[config.mk]
export PLATFORM = sky130hd
export DESIGN_NAME = ssdisp_scan_flat
export DESIGN_NICKNAME = d
export VERILOG_FILES = /design/src/rtl/ssdisp_scan_if.sv /design/src/rtl/ssdisp_scan.sv /design/src/flat_wrapper.sv
export SDC_FILE = /design/constraint.sdc
export NUM_CORES = 1
export LEC_CHECK = 0
export CAP_MARGIN = 40
export CORE_MARGIN = 5
export CORE_UTILIZATION = 48
export DETAILED_ROUTE_END_ITERATION = 7
export GPL_TIMING_DRIVEN = 1
export PLACE_DENSITY = 0.77
export SLEW_MARGIN = 20
export SYNTH_ARGS = -nofsm -noshare
export SYNTH_HDL_FRONTEND = slang
export SYNTH_SLANG_ARGS = --single-unit
[constraint.sdc]
create_clock -name clk -period 2.98 [get_ports clk]
set_input_delay 0.596 -clock clk [delete_from_list [all_inputs] [get_ports clk]]
set_output_delay 0.596 -clock clk [all_outputs]
set_load 0.05 [all_outputs]
[src/rtl/ssdisp_scan_if.sv]
// Load-side handshake bundle for ssdisp_scan: one frame of hex nibbles,
// per-digit display enables and decimal points, with a valid/ready pair.
interface ssdisp_scan_if #(
   parameter int NUM_DIGITS = 8
);
   logic                    load_valid;
   logic [4*NUM_DIGITS-1:0] load_data;
   logic [NUM_DIGITS-1:0]   load_mask;
   logic [NUM_DIGITS-1:0]   load_dp;
   logic                    load_ready;

   modport master (output load_valid, load_data, load_mask, load_dp, input load_ready);
   modport slave  (input load_valid, load_data, load_mask, load_dp, output load_ready);
endinterface

[src/rtl/ssdisp_scan.sv]
// Multiplexed seven-segment scanner with a double-buffered frame load.
// Define SSDISP_LZ_BLANK_EN to blank leading zero digits (dp still shown).
module ssdisp_scan #(
   parameter int NUM_DIGITS = 8,
   parameter int PRESCALE   = 1000,
   parameter int GUARD      = 2
) (
   input  logic                  clk,
   input  logic                  nrst,
   input  logic                  enable,
   ssdisp_scan_if.slave          ld,
   output logic [7:0]            seg,
   output logic [NUM_DIGITS-1:0] an,
   output logic                  frame_done
);
   localparam int IW = $clog2(NUM_DIGITS);
   localparam int CW = $clog2(PRESCALE);
   localparam logic [IW-1:0] LAST_IDX  = IW'(NUM_DIGITS - 1);
   localparam logic [CW-1:0] LAST_CNT  = CW'(PRESCALE - 1);
   localparam logic [CW-1:0] GUARD_END = CW'(GUARD - 1);

   typedef enum logic [1:0] {ST_OFF, ST_GUARD, ST_DRIVE} state_t;

   state_t                  r_state, w_state_next;
   logic [IW-1:0]           r_idx, w_idx_next;
   logic [CW-1:0]           r_cnt, w_cnt_next;
   logic                    r_frame_done;
   logic                    w_wrap;
   logic                    w_hs;
   logic [6:0]              w_seg7;
   logic [4*NUM_DIGITS-1:0] r_act_data, r_sh_data;
   logic [NUM_DIGITS-1:0]   r_act_mask, r_sh_mask;
   logic [NUM_DIGITS-1:0]   r_act_dp, r_sh_dp;
   logic                    r_pending;
   logic [3:0]              w_nib [NUM_DIGITS];
   logic [NUM_DIGITS-1:0]   w_lz;

   assign w_hs          = ld.load_valid & ~r_pending;
   assign ld.load_ready = ~r_pending;
   assign frame_done    = r_frame_done;

   for (genvar gi = 0; gi < NUM_DIGITS; gi++) begin : g_nib
      assign w_nib[gi] = r_act_data[4*gi +: 4];
   end

`ifdef SSDISP_LZ_BLANK_EN
   logic [NUM_DIGITS-1:0] w_nz;
   // A digit is a leading zero when it and every higher digit are zero.
   for (genvar gi = 0; gi < NUM_DIGITS; gi++) begin : g_lz
      assign w_nz[gi] = |r_act_data[4*gi +: 4];
      if (gi == 0) begin : g_first
         assign w_lz[gi] = 1'b0;
      end else begin : g_upper
         assign w_lz[gi] = ~|w_nz[NUM_DIGITS-1:gi];
      end
   end
`else
   assign w_lz = '0;
`endif

   always_ff @(posedge clk or negedge nrst) begin
      if (!nrst) begin
         r_state      <= ST_OFF;
         r_idx        <= '0;
         r_cnt        <= '0;
         r_frame_done <= 1'b0;
      end else begin
         r_state      <= w_state_next;
         r_idx        <= w_idx_next;
         r_cnt        <= w_cnt_next;
         r_frame_done <= w_wrap;
      end
   end

   always_comb begin
      w_state_next = r_state;
      w_idx_next   = r_idx;
      w_cnt_next   = r_cnt;
      w_wrap       = 1'b0;
      if (!enable) begin
         w_state_next = ST_OFF;
         w_idx_next   = '0;
         w_cnt_next   = '0;
      end else begin
         case (r_state)
            ST_OFF: begin
               w_state_next = ST_GUARD;
               w_idx_next   = '0;
               w_cnt_next   = '0;
            end
            ST_GUARD: begin
               w_cnt_next = r_cnt + 1'b1;
               if (r_cnt == GUARD_END) w_state_next = ST_DRIVE;
            end
            ST_DRIVE: begin
               if (r_cnt == LAST_CNT) begin
                  w_state_next = ST_GUARD;
                  w_cnt_next   = '0;
                  if (r_idx == LAST_IDX) begin
                     w_idx_next = '0;
                     w_wrap     = 1'b1;
                  end else begin
                     w_idx_next = r_idx + 1'b1;
                  end
               end else begin
                  w_cnt_next = r_cnt + 1'b1;
               end
            end
            default: w_state_next = ST_OFF;
         endcase
      end

      case (w_nib[r_idx])
         4'h0: w_seg7 = 7'h3F;  4'h1: w_seg7 = 7'h06;
         4'h2: w_seg7 = 7'h5B;  4'h3: w_seg7 = 7'h4F;
         4'h4: w_seg7 = 7'h66;  4'h5: w_seg7 = 7'h6D;
         4'h6: w_seg7 = 7'h7D;  4'h7: w_seg7 = 7'h07;
         4'h8: w_seg7 = 7'h7F;  4'h9: w_seg7 = 7'h67;
         4'hA: w_seg7 = 7'h77;  4'hB: w_seg7 = 7'h7C;
         4'hC: w_seg7 = 7'h39;  4'hD: w_seg7 = 7'h5E;
         4'hE: w_seg7 = 7'h79;  default: w_seg7 = 7'h71;
      endcase

      an  = '0;
      seg = 8'h00;
      if (r_state == ST_DRIVE) begin
         an = NUM_DIGITS'(1) << r_idx;
         if (r_act_mask[r_idx]) seg = {r_act_dp[r_idx], w_lz[r_idx] ? 7'h00 : w_seg7};
      end
   end

   // Active data only moves at the frame wrap (or freely while idle) so a frame never tears.
   always_ff @(posedge clk or negedge nrst) begin
      if (!nrst) begin
         r_act_data <= '0;
         r_act_mask <= '0;
         r_act_dp   <= '0;
         r_sh_data  <= '0;
         r_sh_mask  <= '0;
         r_sh_dp    <= '0;
         r_pending  <= 1'b0;
      end else if (r_state == ST_OFF) begin
         if (w_hs) begin
            r_act_data <= ld.load_data;
            r_act_mask <= ld.load_mask;
            r_act_dp   <= ld.load_dp;
            r_sh_data  <= ld.load_data;
            r_sh_mask  <= ld.load_mask;
            r_sh_dp    <= ld.load_dp;
         end
      end else begin
         if (w_wrap && r_pending) begin
            r_act_data <= r_sh_data;
            r_act_mask <= r_sh_mask;
            r_act_dp   <= r_sh_dp;
         end
         if (w_hs) begin
            r_sh_data <= ld.load_data;
            r_sh_mask <= ld.load_mask;
            r_sh_dp   <= ld.load_dp;
            r_pending <= 1'b1;
         end else if (w_wrap) begin
            r_pending <= 1'b0;
         end
      end
   end
endmodule

[src/flat_wrapper.sv]
// flat-port wrapper written by rule: the top's interface ports become plain ports
module ssdisp_scan_flat 
#(
   parameter int NUM_DIGITS = 8,
   parameter int PRESCALE   = 1000,
   parameter int GUARD      = 2
)
  (clk, nrst, enable, seg, an, frame_done, ld_load_valid, ld_load_data, ld_load_mask, ld_load_dp, ld_load_ready);
  ssdisp_scan_if #(.NUM_DIGITS(NUM_DIGITS)) ld_i ();
  input  logic clk;
  input  logic nrst;
  input  logic enable;
  output logic [7:0] seg;
  output logic [NUM_DIGITS-1:0] an;
  output logic frame_done;
  input wire logic [$bits(ld_i.load_valid)-1:0] ld_load_valid;
  input wire logic [$bits(ld_i.load_data)-1:0] ld_load_data;
  input wire logic [$bits(ld_i.load_mask)-1:0] ld_load_mask;
  input wire logic [$bits(ld_i.load_dp)-1:0] ld_load_dp;
  output wire logic [$bits(ld_i.load_ready)-1:0] ld_load_ready;
  assign ld_i.load_valid = ld_load_valid;
  assign ld_i.load_data = ld_load_data;
  assign ld_i.load_mask = ld_load_mask;
  assign ld_i.load_dp = ld_load_dp;
  assign ld_load_ready = ld_i.load_ready;
  ssdisp_scan #(.NUM_DIGITS(NUM_DIGITS), .PRESCALE(PRESCALE), .GUARD(GUARD)) u_core (.clk(clk), .nrst(nrst), .enable(enable), .ld(ld_i), .seg(seg), .an(an), .frame_done(frame_done));
endmodule
* Yosys cells after proc, flatten, opt, wreduce, memory -nomap -nowiden *
Memory sizes are Yosys's and may differ from the RTL's.
Cells that the tools add are included.

operators by class
  add/subtract/negate cells = 2
  magnitude comparators = 2
  eq/ne operators = 10
  shift-type cells = 1
  muxes and demuxes = 38
  bitwise operators = 4
  reductions and logical operators = 8

operators with widths
  kind                                                   count
  two-way mux 32 bit                                     3
  two-way mux 8 bit                                      9
  case mux 10 bit (3 select lines)                       1
  two-way mux 10 bit                                     2
  binary-select mux 4 bit (select 3 bit)                 1
  adder 10 x 1 -> 10 bit (second input constant)         1
  equality test 10 x 1 -> 1 bit (second input constant)  1
  equality test 10 bit (second input constant)           1
  two-way mux 1 bit                                      9
  two-way mux 3 bit                                      3
  two-way mux 4 bit                                      2
  AND reduction 2 bit                                    4
  << shifter 1 x 3 -> 8 bit (first input constant)       1
  two-way mux 7 bit                                      1
  binary-select mux 1 bit (select 3 bit)                 2
  two-way mux 2 bit                                      3
  != test 3 x 2 -> 1 bit (second input constant)         2
  case mux 2 bit (3 select lines)                        1
  case mux 3 bit (2 select lines)                        1
  >= comparator 4 bit (second input constant)            1
  < comparator 3 x 4 -> 1 bit (second input constant)    1
  != test 4 x 1 -> 1 bit (second input constant)         1
  NOT 3 -> 4 bit                                         1
  nonzero test 2 bit                                     2
  other kinds (10)                                       11

word-level totals
  flip-flop bits (word level) = 113
  memory bits (read-only) = 120
  bits of input ports = 52
  output and inout bits = 18
  word-level logic and storage cells = 78
  memories = 2

memory list
  memory            depth  bits a word  rd ports  clocked after Yosys merged registers in  write ports  line                source
  (name not given)  16     7            1         0                                        0            ssdisp_scan.sv:113  case (w_nib[r_idx])
  (name not given)  8      1            1         0                                        0            ssdisp_scan.sv:128  if (r_act_mask[r_idx]) seg = {r_act_dp[r_idx], w_lz[r_idx] ? 7'h00 : w_seg7};

* Longest topological paths before layout *
Gate-level depths: netlist of run 1.

  word-level depth = 8
  gate-level depth with buffers = 10

* Worst setup path before layout of run 1 *
Ideal clock, no wire load.

  path type = register to output
  start = reg u_core.r_idx[0]
  end = out seg[6]
  arrival time = 3342 ps
  path slack = -958 ps
  stages on the path, launching flop included = 10
  cell sequence = dfrtp_1 -> buf_6 -> buf_2 -> mux4_2 -> mux2i_1 -> inv_1 -> ha_1 -> inv_1 -> o21ai_0 -> a221oi_1

between the ends
  cells in the longest elaborated chain, start to end = 8
  elaborated cells between the ends (all ways) = 12
  those cells by class = mux: 9; bitwise: 1; memory: 2

ends and longest elaborated chain
  what                                                  line                source
  from (decl)                                           ssdisp_scan.sv:25   logic [IW-1:0] r_idx, w_idx_next;
  from (signal assigned)                                ssdisp_scan.sv:69   r_idx <= w_idx_next;
  NOT 3 -> 4 bit (implied by the code)                  ssdisp_scan.sv:113
  binary-select mux 4 bit (select 3 bit)                ssdisp_scan.sv:113
  two-way mux 4 bit (implied by the code) (2 in a row)  ssdisp_scan.sv:113
  memory read (16 x 7 bit)                              --
  two-way mux 7 bit                                     ssdisp_scan.sv:128
  two-way mux 8 bit *                                   ssdisp_scan.sv:128
  two-way mux 8 bit *                                   ssdisp_scan.sv:126  if (r_state == ST_DRIVE) begin
  to (decl)                                             flat_wrapper.sv:13  output logic [7:0] seg;

Every way passes the cells marked *; elsewhere a longest branch is shown, timed or not. The select of a mux whose other input is x is not followed.

* Worst setup path in the final report of run 1 *
  start = reg u_core.r_idx[0]
  end = out seg[2]

Same word-level chain as after synthesis.

==> metrics.md, run 1 <==
| Metric | Value |
|---|---|
| Status | `finished with violations` |
| Failing checks | `setup timing` |
| Final setup fails | `7` |
| Routed Wire Length | `15800 um` |
| Fmax | `308 MHz` |
| Final-stage net count | `774` |
| Top cells by area, synth | `dfrtp_1 48%, nand2_1 11%, o2bb2ai_1 5.9%, nor3b_1 5.1%, a21oi_1 4.1%` |
| Cell taking the most area after synthesis | `dfrtp_1` |
| DR pass1 iterations | `5` |
| CTS Buffer Depth | `2` |
| Critical path's largest stage delay | `0.53 ns` |
| R2r setup slk | `0.43 ns` |
| Via count | `5070` |
| First-pass GRT wire length | `25900 um` |
| Post-route minimum period | `3.25 ns` |
| Chip width | `121 um` |
| Row cnt | `40` |
| HPWL after detailed placement | `10600 um` |
| Via density | `5.74` |
| Setup WS post-layout | `-0.267 ns` |
| Die Height | `121 um` |
| Crit-path cells | `buf_6, mux4_2, mux2i_4, buf_4, ha_4, nor3_1, a311oi_4, buf_12` |
| Comb pwr share | `0.362` |
| Post-synthesis sequential area ratio | `0.479` |
| Crit path DAT | `2.65 ns` |
| Post-synth EDFFs | `0` |
| Area Overhead vs Synth | `33.3%` |
| Crit path kind | `register to output port` |
| Number of diodes | `0` |
| Post-Synthesis Cell Area | `5910 um^2` |
| Rel. slew slack | `0.570` |
| Clock Tree Root | `clkbuf_16` |
| Max-slew violations | `0` |
| Worst Setup EP | `seg[2]` |
| Gr ovfl total | `0` |
| Worst Max-Slew Pin Slew | `0.646 ns` |
| Max-cap violations | `0` |
| Share of the synthesized area in the top cell type | `0.479` |
| Clock transition at path regs | `0.05 ns` |
| Critical Path Start | `u_core.r_idx[0]` |
| Synthesized net count | `690` |
| TritonCTS buffer count | `17` |
| Slowest CP cell | `mux4_2` |
| Syn avg cell area | `9.51 um^2` |
| Mapped Cells | `621` |
| Fillers | `933` |
| Yosys Warn Count | `0` |
| Primary FF master, synth | `dfrtp_1` |
| CP required | `2.38 ns` |
| Synthesis-stage register bit count | `113` |
| Gp weighted congestion | `0.876` |
| Internal Power | `4.58 mW` |
| DRC Markers | `0` |
| Unique masters post-synth | `51` |
| Post-Route Skew | `0.00607 ns` |
| Switching power | `2.41 mW` |
| Final ANT Viol Nets | `0` |
| Port bufs | `69` |
| Worst R2R End | `u_core.r_act_dp[4]` |
| Placement Setup Slack | `0.0669 ns` |
| Pleak | `3.43 nW` |
| Vias in the first global route | `5115` |
| Iteration-0 DRC Markers | `342` |
| CTS sink cnt | `113` |
| FF-to-FF path depth | `10` |
| Final std cells w/o fill | `883` |
| Antenna violations before repair | `0` |
| Placed Cells incl. Taps | `840` |
| Worst setup EP type | `output port` |
| Peak VDD IR | `404 uV` |
| Period Utilization, post-route | `1.09` |
| Sw frac | `0.345` |
| Total Routing Usage GR | `0.225` |
| Clock Latency Late Sink | `0.41 ns` |
| Reg2reg start | `u_core.r_idx[0]` |
| Largest net degree at the start of global routing | `69` |
| CTS tree | `yes` |
| Share of layout cells above drive strength 1 | `0.182` |
| Critical Path Fanout Max | `5` |
| Wirelength per Cell | `17.9 um` |
| Clock Power Share | `0.274` |
| Initial cell density of the core | `0.490` |
| Area of the die | `14600 um^2` |
| Htree depth | `4` |
| Min-Delay Path Class | `primary input to async pin` |
| Endpoints failing hold | `0` |
| IO Count | `70` |
| CP Launch Type | `register` |
| Ys async rst share | `1.00` |
| Power per Cell Area | `888 nW/um^2` |
| CTS Hold Bufs | `0` |
| Sequential Power Share | `0.364` |
| Total core area | `12100 um^2` |
| Count leader, synth | `nand2_1` |
| Most frequent cells after synthesis | `167 x nand2_1, 113 x dfrtp_1, 48 x a21oi_1` |
| Unrepaired setup endpoints after global routing | `yes` |
worst min-delay path by stage:
stage,from,endpoint,slack [ns],depth (start not counted)
floorplan,nrst,u_core.frame_done,0.30,0
global placement,u_core.r_sh_data[26],u_core.r_sh_data[26],0.45,2
detailed placement,u_core.r_sh_mask[1],u_core.r_sh_mask[1],0.45,2
CTS,nrst,u_core.r_sh_mask[1],0.19,1
global route,nrst,u_core.r_sh_data[20],0.21,1
finish,nrst,u_core.r_sh_data[20],0.18,1
cells by family after synthesis:
| kind of cell | count (synthesis) | synth area share |
|---|---|---|
| compound gates | 149 | 0.170 |
| xor+xnor | 1 | 0.00148 |
| fa+ha+maj | 17 | 0.0360 |
| buf+inv | 60 | 0.0404 |
| flops | 113 | 0.479 |
| mux | 20 | 0.0623 |
| simple gates | 261 | 0.211 |
cells in the final DEF, fill, tap and decap left out, types with 4 or more instances in the layout:
cell             count
inv_1               10
buf_12              12
a22oi_1             19
nor2_1              13
o21ai_0             19
o2bb2ai_1           40
clkbuf_16           17
nor3b_1             40
buf_4               39
nand2_1            163
clkdlybuf4s50_1     51
ha_1                12
a21oi_1             47
and2_1               8
mux4_2              10
and3_1               6
dfrtp_1            112
clkbuf_1             4
buf_6                6
power groups by stage:
stage,Sequential (mW),Clock (mW),Combinational [mW]
2_1_floorplan,2.39,0,1.67
3_3_place_gp,2.52,0,2.13
3_5_place_dp,2.55,0,2.22
4_1_cts,2.54,1.94,2.38
5_1_grt,2.60,2.01,2.79
6_report,2.55,1.91,2.53
layer usage:
metal  global-route usage  part of all wire  up-vias
li1                     -                 -     2362
met1                0.292              0.43     2539
met2                0.364              0.50      143
met3               0.0559             0.048       26
met4               0.0871             0.021        0
met5                    0                 0        -
stage by stage:
stage	total power [mW]	setup TNS [ns]	hold WS, ns	util	instance area (um^2)
6_report	6.99	-1.58	0.180	0.653	7880
4_1_cts	6.86	-1.64	0.186	0.643	7750
3_3_place_gp	4.65	0	0.449	0.587	7080
2_1_floorplan	4.06	-0.0723	0.300	-	6040
5_1_grt	7.40	-2.16	0.212	0.653	7880
3_5_place_dp	4.77	0	0.454	0.587	7080
state kept, by name (all words and copies together) (netlist names), 2 cells and up:
name               flops
u_core.r_state         2
u_core.r_act_dp        8
u_core.r_sh_mask       8
u_core.r_sh_data      32
u_core.r_act_mask      8
u_core.r_act_data     32
u_core.r_idx           3
u_core.r_sh_dp         8
u_core.r_cnt          10
worst max-delay path: cells and delay by family (launching register included):
| kind | cells | cell delay (ns) |
|---|---|---|
| flip-flops | 1 | 0.41 |
| adder cells (fa/ha/maj) | 1 | 0.17 |
| multiplexers | 2 | 0.77 |
| AND/OR/NAND/NOR | 1 | 0.08 |
| buffers and inverters | 3 | 0.50 |
| AO/OA/AOI/OAI | 1 | 0.31 |
layout make-up:
type,instances,area (um^2),area share
Multi-Input combinational cell,448,3090,0.392
Sequential cell,113,2830,0.359
Timing Repair Buffer,110,1130,0.143
Clock buffer,23,468,0.0594
Tap cell,168,210,0.0267
Clock inverter,6,83.8,0.0106
Inverter,15,66.3,0.00842
what timing repair did:
action | CTS | global route
gates resized for setup | 18 | 17
pin swaps | 6 | 10
buffers inserted | 9 | 4
endpoints found under the setup margin | 9 | 7
hold endpoints to repair | 0 | 0
gates cloned | 0 | 0
(Power assumes the default switching activity.)
==> run 2: changes to the inputs <==
HOLD_SLACK_MARGIN = 0.05   (was default)
PLACE_DENSITY = 0.74   (was 0.77)
clock period = 3.7 ns   (was 2.98 ns; I/O delays follow)
==> metrics.md, run 2 (same netlist as run 1, synthesis figures left out) <==
| Metric | Value |
|---|---|
| Max-cap violations | `0 (unchanged)` |
| CTS sink cnt | `113 (unchanged)` |
| Min-Delay Path Class | `primary input to async pin (unchanged)` |
| Total Routing Usage GR | `0.220 (was 0.225)` |
| Share of layout cells above drive strength 1 | `0.122 (was 0.182)` |
| Gp weighted congestion | `0.868 (was 0.876)` |
| DRC Markers | `0 (unchanged)` |
| Vias in the first global route | `4800 (was 5115)` |
| Top flop regs | `u_core.r_act_data x32, u_core.r_sh_data x32, u_core.r_cnt x10 (unchanged)` |
| Post-Route Skew | `0.00634 ns (was 0.00607 ns)` |
| R2r setup slk | `0.90 ns (was 0.43 ns)` |
| Power per Cell Area | `718 nW/um^2 (was 888 nW/um^2)` |
| Htree depth | `4 (unchanged)` |
| Max-slew violations | `0 (unchanged)` |
| Initial cell density of the core | `0.490 (unchanged)` |
| Endpoints failing hold | `0 (unchanged)` |
| Peak VDD IR | `436 uV (was 404 uV)` |
| CTS Buffer Depth | `2 (unchanged)` |
| Reg2reg start | `u_core.r_state[0] (was u_core.r_idx[0])` |
| Crit path DAT | `2.88 ns (was 2.65 ns)` |
| TritonCTS buffer count | `17 (unchanged)` |
| Final-stage net count | `751 (was 774)` |
| Via density | `5.75 (was 5.74)` |
| Unrepaired setup endpoints after global routing | `yes (unchanged)` |
| Worst Setup EP | `seg[0] (was seg[2])` |
| Clock transition at path regs | `0.06 ns (was 0.05 ns)` |
| Via count | `4960 (was 5070)` |
| Clock Latency Late Sink | `0.42 ns (was 0.41 ns)` |
| Pleak | `3.29 nW (was 3.43 nW)` |
| Area Overhead vs Synth | `27.7% (was 33.3%)` |
| Port bufs | `69 (unchanged)` |
| Setup TNS Final | `0 ns (was -1.58 ns)` |
| Gr ovfl total | `0 (unchanged)` |
| CP Launch Type | `register (unchanged)` |
| FF-to-FF path depth | `8 (was 10)` |
| Post-route cell area | `7540 um^2 (was 7880 um^2)` |
| Row cnt | `40 (unchanged)` |
| Rel. slew slack | `0.458 (was 0.570)` |
| DR pass1 iterations | `7 (was 5)` |
| Die Height | `121 um (unchanged)` |
| Status | `completed (was finished with violations)` |
| Placed instance area | `6870 um^2 (was 7080 um^2)` |
| IO Count | `70 (unchanged)` |
| Wirelength per Cell | `17.9 um (about the same)` |
| Crit path kind | `register to output port (unchanged)` |
| First-pass GRT wire length | `25100 um (was 25900 um)` |
| Area of the die | `14600 um^2 (unchanged)` |
| Worst setup EP type | `output port (unchanged)` |
| Post-route minimum period | `3.62 ns` |
| CP required | `2.96 ns (was 2.38 ns)` |
| Final ANT Viol Nets | `0 (unchanged)` |
| Period Utilization, post-route | `0.978` |
| Routed Wire Length | `15500 um (was 15800 um)` |
| HPWL after detailed placement | `10100 um (was 10600 um)` |
| Clock Tree Root | `clkbuf_16 (unchanged)` |
| Chip width | `121 um (unchanged)` |
| Commonest non-fill, non-tap cell in the layout | `nand2_1 (unchanged)` |
| Iteration-0 DRC Markers | `516 (was 342)` |
| Number of diodes | `0 (unchanged)` |
| Final setup fails | `0 (was 7)` |
| Total core area | `12100 um^2 (unchanged)` |
| Worst Max-Slew Pin Slew | `0.810 ns (was 0.646 ns)` |
| Fillers | `954 (was 933)` |
| Critical Path Fanout Max | `17 (was 5)` |
| Fmax | `276 MHz` |
| Commonest non-fill, non-tap cells in the layout | `167 x nand2_1, 113 x dfrtp_1, 60 x clkdlybuf4s50_1 (was 163 x nand2_1, 112 x dfrtp_1, 51 x clkdlybuf4s50_1)` |
| Hold_ws | `0.241 ns (was 0.180 ns)` |
| CTS tree | `yes (unchanged)` |
| Largest net degree at the start of global routing | `74 (was 69)` |
| Worst R2R End | `u_core.r_act_data[24] (was u_core.r_act_dp[4])` |
| Critical Path Start | `u_core.r_idx[0] (unchanged)` |
| Antenna violations before repair | `0 (unchanged)` |
## run 2: worst min-delay path by stage
stage	slack [ns]	start	endpoint
3_5_place_dp	0.45	u_core.r_sh_mask[3]	u_core.r_sh_mask[3]
6_report	0.24	nrst	u_core.r_cnt[4]
5_1_grt	0.26	nrst	u_core.r_cnt[6]
2_1_floorplan	0.44	nrst	u_core.frame_done
4_1_cts	0.24	nrst	u_core.r_cnt[6]
3_3_place_gp	0.45	u_core.r_sh_data[30]	u_core.r_sh_data[30]
## run 2: worst max-delay path, cell delays in order, from the launching register on
cell	delay (ns)
dfrtp_1	0.37
buf_12	0.17
mux4_2	0.50
nand2_1	0.08
nand2_1	0.15
ha_1	0.32
or3_1	0.40
a31oi_1	0.28
buf_12	0.18
## run 2: through the flow
stage	util	total power, mW	setup WS [ns]	std cells
floorplan	-	3.19	0.0217	621
global placement	0.567	3.59	0.331	825
detailed placement	0.569	3.70	0.234	826
CTS	0.621	5.42	0.00764	858
global route	0.625	5.73	-0.0258	863
finish	0.625	5.42	0.0812	863
## run 2: area by class of cell
type,instances,area (um^2),share of cell area
inverter,15,60.1,0.00796
timing repair buffer,87,926,0.123
sequential,113,2830,0.375
multi-input combinational,448,2920,0.387
tap,168,210,0.0279
clock buffer,19,443,0.0587
clock inverter,13,160,0.0212
## run 2: what timing repair did
item                                    in CTS  in global routing
buffers inserted                             0                  4
hold buffers                                 0                  0
gates cloned                                 0                  0
endpoints found under the setup margin       7                  4
gates resized for setup                      3                  5
pin swaps                                    0                  1
## run 2: where the power goes
group,internal [mW],total (mW),switching (mW)
clock network,1.07,1.67,0.598
logic,0.739,1.69,0.951
registers,1.74,2.05,0.318
## run 2: metal layers
layer	wire length, um	GRT usage
met1	6800	0.299
met2	7630	0.349
met3	846	0.0522
met4	192	0.0708
met5	0	0
